File: src/rtl/riscv_pkg.sv
// Shared RV32I pipeline definitions used by the hold/stall controller and
// its helpers: controller state encoding, the x0 index and default limits.
package riscv_pkg;

    // Controller state: RUN while the pipeline flows, WAIT while a data
    // memory access is outstanding and the pipeline is frozen.
    typedef enum logic {
        RUN  = 1'b0,
        WAIT = 1'b1
    } ctrl_state_t;

    // x0 is hard-wired to zero, so a load writing it never creates a hazard.
    localparam logic [4:0] REG_X0 = 5'd0;

    // Default watchdog limit in frozen cycles per data memory access.
    localparam int DEF_MAX_WAIT = 8;

    // Width of the watchdog counter; covers the full 1..255 MAX_WAIT range.
    localparam int WAIT_CNT_W = 8;

endpackage

File: src/rtl/pipe_hold_ctrl_load_use_detect.sv
// load_use_detect: combinational load-use hazard term between the D and E
// stages. A load in E whose destination (other than x0) matches either D
// source register must hold D for one cycle.
module load_use_detect
    import riscv_pkg::*;
(
    input  logic       MemRead_E,
    input  logic [4:0] rd_E,
    input  logic [4:0] rs1_D,
    input  logic [4:0] rs2_D,
    output logic       lu
);

    assign lu = MemRead_E && (rd_E != REG_X0) &&
                ((rd_E == rs1_D) || (rd_E == rs2_D));

endmodule

File: src/rtl/pipe_hold_ctrl.sv
// pipe_hold_ctrl: central stall / flush / freeze controller for the 5-stage
// RV32I pipeline. Merges load-use hazards, E-stage redirects and a multi-cycle
// data memory handshake into one set of write enables and flush controls,
// with a per-access watchdog that abandons accesses that never complete.
//
// Build option: define PIPE_CTRL_PERF_EN to include the performance
// counters; without it the counter ports are tied to zero.
module pipe_hold_ctrl
    import riscv_pkg::*;
#(
    parameter int MAX_WAIT = DEF_MAX_WAIT,
    parameter int CNT_W    = 32
) (
    input  logic             clk,
    input  logic             rst_n,
    input  logic             MemRead_E,
    input  logic [4:0]       rd_E,
    input  logic [4:0]       rs1_D,
    input  logic [4:0]       rs2_D,
    input  logic             PCSrc_E,
    input  logic             MemRead_M,
    input  logic             MemWrite_M,
    input  logic             dmem_ready,
    input  logic             err_clr,
    output logic             dmem_req,
    output logic             PC_Write,
    output logic             IF_ID_Write,
    output logic             ID_EX_Write,
    output logic             EX_MEM_Write,
    output logic             MEM_WB_Write,
    output logic             Flush_D,
    output logic             Flush_E,
    output logic             Flush_W,
    output logic             mem_timeout,
    output logic             mem_err,
    output logic [CNT_W-1:0] stall_cnt,
    output logic [CNT_W-1:0] lu_cnt,
    output logic [CNT_W-1:0] flush_cnt
);

    localparam logic [WAIT_CNT_W-1:0] MAX_WAIT_C = WAIT_CNT_W'(MAX_WAIT);

    ctrl_state_t             state_q, state_d;
    logic [WAIT_CNT_W-1:0]   wait_cnt_q, wait_cnt_d;
    logic                    mem_err_q, mem_err_d;

    logic acc;
    logic lu;
    logic abort;
    logic freeze;

    load_use_detect u_load_use_detect (
        .MemRead_E (MemRead_E),
        .rd_E      (rd_E),
        .rs1_D     (rs1_D),
        .rs2_D     (rs2_D),
        .lu        (lu)
    );

    assign acc    = MemRead_M | MemWrite_M;
    // The watchdog fires once the access has sat in WAIT for MAX_WAIT cycles,
    // i.e. after MAX_WAIT + 1 frozen cycles counting the entry cycle in RUN.
    assign abort  = (state_q == WAIT) && (wait_cnt_q == MAX_WAIT_C);
    assign freeze = acc && !dmem_ready && !abort;

    // Next-state logic for the wait FSM, watchdog counter and sticky error.
    always_comb begin
        // NOTE: every signal written here gets a default first so no latch is inferred.
        state_d    = state_q;
        wait_cnt_d = wait_cnt_q;
        unique case (state_q)
            RUN: begin
                wait_cnt_d = '0;
                if (freeze) begin
                    state_d = WAIT;
                end
            end
            WAIT: begin
                if (dmem_ready || abort) begin
                    state_d    = RUN;
                    wait_cnt_d = '0;
                end else if (wait_cnt_q != MAX_WAIT_C) begin
                    wait_cnt_d = wait_cnt_q + WAIT_CNT_W'(1);
                end
            end
            default: begin
                state_d    = RUN;
                wait_cnt_d = '0;
            end
        endcase

        // Set beats clear so an abort is never lost to a concurrent err_clr.
        if (abort) begin
            mem_err_d = 1'b1;
        end else if (err_clr) begin
            mem_err_d = 1'b0;
        end else begin
            mem_err_d = mem_err_q;
        end
    end

    // FSM state, watchdog and sticky error registers.
    always_ff @(posedge clk or negedge rst_n) begin
        if (!rst_n) begin
            state_q    <= RUN;
            wait_cnt_q <= '0;
            mem_err_q  <= 1'b0;
        end else begin
            // NOTE: non-blocking assignments so every flop samples pre-edge values.
            state_q    <= state_d;
            wait_cnt_q <= wait_cnt_d;
            mem_err_q  <= mem_err_d;
        end
    end

    assign mem_err = mem_err_q;

    // Priority mux: reset, then freeze, then abort, then redirect, then load-use.
    always_comb begin
        dmem_req     = acc && !abort;
        mem_timeout  = abort;
        PC_Write     = 1'b1;
        IF_ID_Write  = 1'b1;
        ID_EX_Write  = 1'b1;
        EX_MEM_Write = 1'b1;
        MEM_WB_Write = 1'b1;
        Flush_D      = 1'b0;
        Flush_E      = 1'b0;
        Flush_W      = 1'b0;
        if (!rst_n) begin
            // Held quiet during reset; this also withdraws an in-flight request.
            dmem_req     = 1'b0;
            mem_timeout  = 1'b0;
            PC_Write     = 1'b0;
            IF_ID_Write  = 1'b0;
            ID_EX_Write  = 1'b0;
            EX_MEM_Write = 1'b0;
            MEM_WB_Write = 1'b0;
        end else if (freeze) begin
            PC_Write     = 1'b0;
            IF_ID_Write  = 1'b0;
            ID_EX_Write  = 1'b0;
            EX_MEM_Write = 1'b0;
            MEM_WB_Write = 1'b0;
        end else if (abort) begin
            // The abandoned access retires as a bubble into WB.
            Flush_W = 1'b1;
        end else if (PCSrc_E) begin
            Flush_D = 1'b1;
            Flush_E = 1'b1;
        end else if (lu) begin
            PC_Write    = 1'b0;
            IF_ID_Write = 1'b0;
            Flush_E     = 1'b1;
        end
    end

`ifdef PIPE_CTRL_PERF_EN
    logic             redirect;
    logic             lu_bubble;
    logic [CNT_W-1:0] stall_cnt_q, stall_cnt_d;
    logic [CNT_W-1:0] lu_cnt_q, lu_cnt_d;
    logic [CNT_W-1:0] flush_cnt_q, flush_cnt_d;

    assign redirect  = !freeze && !abort && PCSrc_E;
    assign lu_bubble = !freeze && !abort && !PCSrc_E && lu;

    // Event counters; they wrap naturally at 2^CNT_W.
    always_comb begin
        stall_cnt_d = stall_cnt_q + CNT_W'(freeze);
        lu_cnt_d    = lu_cnt_q    + CNT_W'(lu_bubble);
        flush_cnt_d = flush_cnt_q + CNT_W'(redirect);
    end

    // Performance counter registers.
    always_ff @(posedge clk or negedge rst_n) begin
        if (!rst_n) begin
            stall_cnt_q <= '0;
            lu_cnt_q    <= '0;
            flush_cnt_q <= '0;
        end else begin
            stall_cnt_q <= stall_cnt_d;
            lu_cnt_q    <= lu_cnt_d;
            flush_cnt_q <= flush_cnt_d;
        end
    end

    assign stall_cnt = stall_cnt_q;
    assign lu_cnt    = lu_cnt_q;
    assign flush_cnt = flush_cnt_q;
`else
    assign stall_cnt = '0;
    assign lu_cnt    = '0;
    assign flush_cnt = '0;
`endif

endmodule
File: config.mk
export PLATFORM = sky130hd
export DESIGN_NAME = pipe_hold_ctrl
export DESIGN_NICKNAME = d
export VERILOG_FILES = /design/src/rtl/riscv_pkg.sv /design/src/rtl/pipe_hold_ctrl_load_use_detect.sv /design/src/rtl/pipe_hold_ctrl.sv
export SDC_FILE = /design/constraint.sdc
export NUM_CORES = 1
export LEC_CHECK = 0
export CORE_ASPECT_RATIO = 1.4
export CORE_MARGIN = 5
export CORE_UTILIZATION = 31
export CTS_CLUSTER_DIAMETER = 150
export DETAILED_ROUTE_END_ITERATION = 10
export PLACE_DENSITY = 0.81
export SKIP_LAST_GASP = 1
export SLEW_MARGIN = 0
export SYNTH_ARGS = -nofsm -noshare
export SYNTH_HDL_FRONTEND = slang
export SYNTH_SLANG_ARGS = --single-unit
File: constraint.sdc
create_clock -name clk -period 2.3 [get_ports clk]
set_clock_uncertainty 0.1 [all_clocks]
set_input_delay 0.23 -clock clk [delete_from_list [all_inputs] [get_ports clk]]
set_output_delay 0.23 -clock clk [all_outputs]
set_load 0.02 [all_outputs]
## Yosys cells after proc, flatten, opt, wreduce, memory -nomap -nowiden

Index checks and enable logic that the tools add are counted.

- Reductions and logical operators: 12
- Bitwise logic cells: 2
- $add $sub $neg: 1
- Equality and inequality tests: 5
- Mux-type cells: 29

Operators with widths:

| operator | count |
|---|---|
| 2-to-1 mux 1 bit | 25 |
| 2-to-1 mux 8 bit | 2 |
| case mux 8 bit (2 select lines) | 1 |
| equality test 5 bit | 2 |
| adder 8 x 1 -> 8 bit, second input constant | 1 |
| equality test 8 x 4 -> 1 bit, second input constant | 1 |
| inequality test 8 x 4 -> 1 bit, second input constant | 1 |
| logical AND 1 bit | 6 |
| nonzero test 5 bit | 1 |
| inequality test 3 x 1 -> 1 bit, second input constant | 1 |
| logical NOT 1 bit | 2 |
| logical OR 1 bit | 2 |
| case mux 1 bit (2 select lines) | 1 |
| nonzero test 2 bit | 1 |
| NOT 1 bit | 1 |
| OR 1 bit | 1 |

- Output and inout bits: 107
- Register bits: 10

## Logic depth before layout (Yosys ltp)

Gate-level depths: netlist of the first run.

- Depth in word-level cells: 8
- Depth in mapped cells: 7

## Modules after synthesis

A second synthesis of the first run with hierarchy kept.

- Cells, all modules: 178
- Area, all modules: 1455.1 sq um

By module, submodules not included:

| module | area an instance (sq um) | instances | cells an instance | sequential area each (sq um) |
|---|---|---|---|---|
| pipe_hold_ctrl | 1330.0 | 1 | 161 | 250.2 |
| load_use_detect | 125.1 | 1 | 17 | 0.0 |

## Worst setup path after synthesis of the first run

OpenSTA, ideal clock, no wires.

- Kind: register to output
- Start point: reg wait_cnt_q[0]
- End point: out PC_Write
- Path buffers: 1
- Arrival time: 1657 ps
- Required time: 1970 ps
- Cell stages (with the launch flop): 8
- Setup slack: 313 ps
- Path through: dfrtp_1 > inv_1 > ha_1 > nor3b_1 > nand3_4 > nand2b_1 > o311a_1 > buf_4

- Cells in the longest elaborated chain, start to end: 6
- Elaborated cells on any way between the ends: 7
- Those cells by class: eq/ne (1); mux (3); reduce/logical (3)

RTL lines:

| item | line | text |
|---|---|---|
| start, declared | pipe_hold_ctrl.sv:44 | `logic [WAIT_CNT_W-1:0] wait_cnt_q, wait_cnt_d;` |
| start signal, assigned | pipe_hold_ctrl.sv:111 | `wait_cnt_q <= wait_cnt_d;` |
| equality test 8 x 4 -> 1 bit (*) | pipe_hold_ctrl.sv:63 | `assign abort = (state_q == WAIT) && (wait_cnt_q == MAX_WAIT_C);` |
| logical AND 1 bit (*) | pipe_hold_ctrl.sv:63 |  |
| logical NOT 1 bit | pipe_hold_ctrl.sv:64 | `assign freeze = acc && !dmem_ready && !abort;` |
| logical AND 1 bit | pipe_hold_ctrl.sv:64 |  |
| 2-to-1 mux 1 bit (*) (2 in a row) | - |  |
| end, declared | pipe_hold_ctrl.sv:26 | `output logic PC_Write,` |

Every way passes the cells marked *; elsewhere a longest branch is shown, timed or not.

## Worst setup path after layout of the first run

- Start point: in rd_E[1]
- End point: out Flush_E

- Cells in the longest elaborated chain, start to end: 8
- Elaborated cells on any way between the ends: 11
- Those cells by class: eq/ne (2); mux (5); reduce/logical (4)

RTL lines:

| item | line | text |
|---|---|---|
| start, declared | pipe_hold_ctrl.sv:17 | `input logic [4:0] rd_E,` |
| equality test 5 bit or nonzero test 5 bit (tied branches) | pipe_hold_ctrl_load_use_detect.sv:15, pipe_hold_ctrl_load_use_detect.sv:14 |  |
| logical OR 1 bit or logical AND 1 bit (tied branches) | pipe_hold_ctrl_load_use_detect.sv:15, pipe_hold_ctrl_load_use_detect.sv:14 |  |
| logical AND 1 bit (*) | pipe_hold_ctrl_load_use_detect.sv:14 | `assign lu = MemRead_E && (rd_E != REG_X0) &&` |
| 2-to-1 mux 1 bit (*) | pipe_hold_ctrl.sv:151 | `end else if (lu) begin` |
| 2-to-1 mux 1 bit (*) | pipe_hold_ctrl.sv:148 | `end else if (PCSrc_E) begin` |
| 2-to-1 mux 1 bit (*) | pipe_hold_ctrl.sv:145 | `end else if (abort) begin` |
| 2-to-1 mux 1 bit (*) | pipe_hold_ctrl.sv:139 | `end else if (freeze) begin` |
| 2-to-1 mux 1 bit (*) | pipe_hold_ctrl.sv:130 | `if (!rst_n) begin` |
| end, declared | pipe_hold_ctrl.sv:32 | `output logic Flush_E,` |

Marks and branches as above.

==> results by group, run 1 <==
Timing
  • Hold Fails Final Rpt: 0
  • Final Setup Violations: 0
  • Max Fclk: 449.3 MHz
  • Final Hold Slack: 390.9 ps
  • Fin crit share: 0.9678
  • Slew Viols, Final: 0
  • Post-layout min period: 2226 ps

Setup path
  • CP startpoint kind: input pin
  • Crit Reg-Reg Endpoint: wait_cnt_q[1]
  • Critical Path End: Flush_E
  • Crit path from: rd_E[1]
  • Worst endpoint required time: 1970 ps
  • Critical path peak fanout: 3
  • WS Path Type: in -> out
  • Worst reg2reg path depth: 7
  • Critical path arrival: 1900 ps
  • R2R setup slack: 760 ps
  • R2R Path Start: wait_cnt_q[0]
  • Critical Path Sink Type: primary output

Global route
  • Grt total ovfl: 0
  • Pin count of the biggest net entering global routing: 11
  • Global-route wire length before repair: 3684 um
  • GRT Util Overall: 0.08030
  • Initial antenna violation count: 0
  • Vias in the first global route: 821

Die
  • Die ar.: 0.006100 sq mm
  • Std cell rows: 29
  • Ports: 130
  • Starting Density: 0.3184
  • Core box area: between 0.004 and 0.005 sq mm
  • Height of the die: 90.44 um
  • Die W: 67.46 um

Clocking
  • Maximum root-to-sink buffer count: 2
  • CTS Buf Count: 3
  • Skew-Pair Late Insertion Delay: about 240 ps
  • Hold_buf cts: 0
  • Post CTS Setup Buffer Count: 0
  • Clock slew at reported path FFs: 50 ps
  • H-Tree Depth: 1
  • # clock sinks: 10
  • CTS tree: yes
  • Root Driver: clkbuf_8

Placed design
  • DP HPWL: ~2400 um
  • Placed standard-cell area: 0.001491 sq mm
  • PortBufs: 33
  • Final Wtd Congestion: 0.6863

Yosys
  • Post-synth EDFFs: 0
  • Cell area after synthesis: 0.001433 sq mm
  • Yosys warns: 0
  • Top post-synthesis cells by area: buf_4 (52%), dfrtp_1 (17%), xor2_1 (7.3%), nor2_1 (3.1%), xnor2_1 (2.4%)
  • Mapped Cells: around 170
  • Post-synth top area share: 0.5240
  • Sequential share of the synthesized area: 0.1747
  • Area leader, netlist: buf_4
  • Syn avg cell area: 8.281 sq um
  • Primary FF master, synth: dfrtp_1
  • Unique masters post-synth: 27
  • Post-synth ARST share: 1.000
  • #FFs+latches synth: 10

Routing
  • Via-per-instance ratio: 3.385
  • Vias: around 920
  • DR pass1 iterations: 2
  • Post-route ant nets: 0
  • Final wirelength: about 2700 um
  • WL/cell: ~9.9 um
  • DR iter-0 viols: 17
  • DRC Markers: 0

Power
  • Pwr Density: 440.8 mW/mm^2
  • Total power: 0.6706 mW
  • Peak supply drop: 128.9 uV
  • Cell leakage power: 0.8135 nW

Layout
  • Design area: 0.001521 sq mm
  • Layout cells sized above 1: 0.1043
  • Final core area utilization: 0.3382
  • Diodes inserted: 0
  • Layout area overhead: 6.201%
  • Nets: 237

Status
  • Status: complete, no violations

Job
  • Max_cap viols: 0

Min path
  • Worst Hold Class: in -> async
## critical path: stages
cell and delay (ps):
clkdlybuf4s50_1 470, or4_1 550, o21a_1 190, nand4_1 90, o21bai_1 70, clkdlybuf4s15_1 290
## registers in the layout (all words and copies together), names as in the netlist
| name | flops |
|---|---|
| wait_cnt_q | 8 |
| mem_err | 1 |
| state_q | 1 |
## where the power goes
group          internal, mW  switching, mW  total, mW
registers             0.181        0.00312      0.184
logic                0.0682          0.199      0.267
clock network         0.150         0.0698      0.220
## layer usage
layer,GRT usage,share of wire
met1,0.06525,0.27
met2,0.1567,0.52
met3,0.03238,0.20
met4,0.03553,0.011
met5,0,0
## per-stage QoR
| step | worst slack, ps | std cells | TNS (ps) |
|---|---|---|---|
| after global routing | -4.045 | 273 | -4.045 |
| final | 74.13 | 273 | 0 |
| after global placement | -294.9 | 269 | -743.6 |
| after floorplan | 312.6 | 268 | 0 |
| after CTS | -41.75 | 273 | -41.75 |
| after detailed placement | -313.7 | 269 | -822.9 |
## cell families (layout without fill, tap and decap cells)
logic type / count (synthesis) / after routing / synth area share
XOR/XNOR: 16 / 16 / 0.09781
other: 1 / 96 / 0.002618
flip-flops: 10 / 10 / 0.1747
AND/OR/NAND/NOR: 32 / 32 / 0.1319
AO/OA/AOI/OAI: 7 / 7 / 0.03843
adder cells (fa/ha/maj): 2 / 2 / 0.01746
buffers and inverters: 105 / 48 / 0.5371
## Yosys cell counts, types with 2 or more instances
cell type / instances
ha_1: 2
nor2_1: 12
nand3_1: 2
xor2_1: 12
buf_4: 100
xnor2_1: 4
o21bai_1: 2
nand2_1: 5
dfrtp_1: 10
inv_1: 5
nor3_1: 3
## what timing repair did
action	4_1_cts	5_1_grt
resized for setup	12	17
hold endpoints to repair	0	0
endpoints found under the setup margin	10	8
## final cells by class
type | count | area, sq um
fillers | 443 | 2978
well taps | 62 | 77.57
repair buffers | 39 | 340.3
inverters | 5 | 18.77
clock buffers | 4 | 55.05
multi-input cells | 153 | 779.5
flip-flops and latches | 10 | 250.2
## layout by cell type (no fill, tap or decap), types with 2 or more instances in the layout
master | netlist | routed
dlygate4sd2_1 | 0 | 2
nor3_1 | 3 | 2
xor2_1 | 12 | 12
clkdlybuf4s50_1 | 0 | 22
nor2_1 | 12 | 12
xnor2_1 | 4 | 4
ha_1 | 2 | 2
clkbuf_8 | 0 | 4
inv_1 | 5 | 5
conb_1 | 1 | 96
o21bai_1 | 2 | 2
nand3_1 | 2 | 2
buf_4 | 100 | 6
clkbuf_2 | 0 | 6
dfrtp_1 | 10 | 10
nand2_1 | 5 | 5
## worst min path at each step
stage / from / endpoint / depth (start not counted)
after floorplan: rst_n / mem_err / 0
after global placement: mem_err / mem_err / 2
after detailed placement: mem_err / mem_err / 2
after CTS: rst_n / wait_cnt_q[0] / 2
after global routing: rst_n / state_q / 2
final: rst_n / state_q / 2
Note: power is estimated with default switching activity, not from simulation.
==> run 2, diff against run 1 <==
- ABC_AREA: default -> 1
- CORE_UTILIZATION: 31 -> 33
- PLACE_DENSITY: 0.81 -> 0.82
==> results by group, run 2 <==
Layout
  • Layout area overhead: 6.190%
  • Diodes inserted: 0
  • Nets: 288
  • Non-Filler Instances: about 320
  • Commonest non-fill, non-tap cell in the layout: conb_1
  • Total of fill cells in the finished design: 502
  • Layout cells sized above 1: 0.08015
  • Max FFs per register: 8
  • Commonest non-fill, non-tap cells in the layout: conb_1 (96), nand2_1 (35), inv_1 (26)
  • Reg with most FFs: wait_cnt_q
  • Final core area utilization: 0.3615

Die
  • Core box area: 0.004572 sq mm
  • Die ar.: 0.006210 sq mm
  • Starting Density: 0.3404
  • Height of the die: 91.26 um
  • Ports: 130
  • Std cell rows: 29
  • Die W: around 68 um

Routing
  • Highest metal layer with signal wires: met4
  • Post-route ant nets: 0
  • DRC Markers: 0
  • DR pass1 iterations: 4
  • Vias: 1141
  • Via-per-instance ratio: 3.522
  • Final wirelength: between 2000 and 3000 um
  • DR WL met2: 1559 um
  • DR iter-0 viols: 21
  • Metal3 WL: slightly above 500 um
  • Met1 wire length: 882 um
  • WL/cell: 9.225 um

Timing
  • Post-layout min period: 2129 ps
  • Slew Viols, Final: 0
  • Hold Fails Final Rpt: 0
  • Max Fclk: 469.7 MHz
  • Final Setup Violations: 0
  • Fin crit share: 0.9257
  • Unrepaired setup endpoints after global routing: false
  • Final setup margin: 170.8 ps
  • Final Hold Slack: ~88 ps

Power
  • Sw Share: 0.4153
  • Pwr Density: between 400 and 500 mW/mm^2
  • Psw: 0.2830 mW
  • Peak supply drop: between 300 and 400 uV
  • Comb pwr share: 0.405
  • Reg power frac: 0.270
  • Cell leakage power: 0.9870 nW
  • Clk pwr share: 0.325
  • Cell-internal power: about 0.4 mW

Yosys
  • Top-count cell post-synth: buf_4
  • Post-synth top area share: 0.4823
  • Top post-synthesis cells by area: buf_4 (48%), dfrtp_1 (16%), nand2_1 (8.4%), inv_1 (6.3%), nor2_1 (4.6%)
  • Area leader, netlist: buf_4
  • Post-synth ARST share: 1.000
  • Post-synth EDFFs: 0
  • Primary FF master, synth: dfrtp_1
  • #FFs+latches synth: 10
  • Yosys warns: 0
  • Mapped Cells: about 230
  • Cell area after synthesis: 0.001556 sq mm
  • Unique masters post-synth: 24
  • Sequential share of the synthesized area: 0.1608
  • Syn avg cell area: 6.887 sq um
  • Commonest cells post-synth: buf_4 (100), nand2_1 (35), inv_1 (26), nor2_1 (19), dfrtp_1 (10)

Global route
  • Initial antenna violation count: 0
  • Grt total ovfl: 0
  • GRT Util Overall: 0.08698
  • Vias in the first global route: 999
  • Global-route wire length before repair: ~4300 um
  • Pin count of the biggest net entering global routing: 10

Clocking
  • Root Driver: clkbuf_8
  • Post-CTS Resized: 8
  • Hold_buf cts: 0
  • Post CTS Setup Buffer Count: 0
  • H-Tree Depth: 1
  • CTS Buf Count: 3
  • Skew-Pair Late Insertion Delay: 240 ps
  • CTS tree: yes
  • Maximum root-to-sink buffer count: 2
  • # clock sinks: 10
  • Clock slew at reported path FFs: 50 ps

Min path
  • Worst Hold Class: in -> async

Setup path
  • Critical path peak fanout: 3
  • Cell Chain, Critical Path: inv_1 -> ha_1 -> inv_1 -> nor2_2 -> nand3_2 -> nand2_1 -> a21oi_2 -> nand2_1 -> nand2_1 -> dlygate4sd2_1
  • Critical path's slowest cell: dfrtp_1
  • Critical Path Sink Type: primary output
  • Worst endpoint required time: 1970 ps
  • Critical path arrival: 1800 ps
  • Most frequent CP cell: nand2_1
  • CP startpoint kind: register
  • WS Path Type: reg -> out
  • Crit path largest cell delay: 400 ps

Placed design
  • Placed Cells: 320
  • Dpl ws: -56.05 ps
  • DP HPWL: 2661 um
  • PortBufs: 33
  • Final Wtd Congestion: 0.8169

Status
  • Status: complete, no violations

Job
  • Max_cap viols: 0
[run 2: cell types whose count changed in the layout (fill, tap and decap cells not counted), sizes merged, moves of 5 or more]
cell,delta
nor2,+9
inv,+22
clkbuf,-6
a21oi,+5
nand2,+32
xor2,-10
dlygate4sd2,+6
nand3,+6
[run 2: worst max-delay path, delay by kind of cell (launching register included)]
kind | cells | cell delay [ps]
AOI/OAI and AO/OA | 1 | 50
and+or+nand+nor | 5 | 490
DFF | 1 | 400
buffers and inverters | 3 | 440
adders and majority gates | 1 | 170
[run 2: metal layers]
layer | track usage | up-vias
met5 | 0 | -
met4 | 0.03483 | 0
met3 | 0.01358 | 6
met2 | 0.1714 | 86
met1 | 0.08377 | 492
li1 | - | 557
[run 2: path summary, 6_finish.rpt]
path	slack [ps]	cells after the start	startpoint	endpoint
setup / recovery	170	10	wait_cnt_q[1]	Flush_E
hold / removal	90	1	rst_n	mem_err
setup reg to reg	690	8	wait_cnt_q[1]	state_q
hold reg to reg	430	2	wait_cnt_q[7]	wait_cnt_q[7]
max in group asynchronous	1650	2	rst_n	wait_cnt_q[6]
min in group clk	430	2	wait_cnt_q[7]	wait_cnt_q[7]
[run 2: cell type report]
cell class                 count  area, sq um  area share
sequential                    10        250.2      0.1514
timing repair buffer          37        355.3      0.2150
multi-input combinational    184        813.3      0.4921
tap                           62        77.57     0.04693
inverter                      27        101.3     0.06132
clock buffer                   4        55.05     0.03331
[run 2: cells by family (layout without fill, tap and decap cells)]
logic type / count (synthesis) / after routing / synth area share
adder cells (fa/ha/maj): 2 / 2 / 0.01607
other: 1 / 96 / 0.002409
XOR/XNOR: 4 / 4 / 0.02251
flip-flops: 10 / 10 / 0.1608
AO/OA/AOI/OAI: 8 / 8 / 0.03135
buffers and inverters: 127 / 68 / 0.5474
AND/OR/NAND/NOR: 74 / 74 / 0.2195
[run 2: metrics by stage]
step                      area, sq um  total power, mW  setup TNS, ps
after floorplan                  1913           0.5121              0
after global placement           1600           0.4593         -127.5
after detailed placement         1600           0.4623         -134.1
after CTS                        1645           0.6825              0
after global routing             1653           0.7203              0
final                            1653           0.6814              0
[run 2: power by group through the flow]
stage,logic [mW],registers (mW),clock network [mW]
final,0.276,0.184,0.221
after global routing,0.301,0.184,0.235
after CTS,0.272,0.184,0.227
after detailed placement,0.275,0.187,0
after global placement,0.273,0.187,0
after floorplan,0.325,0.187,0
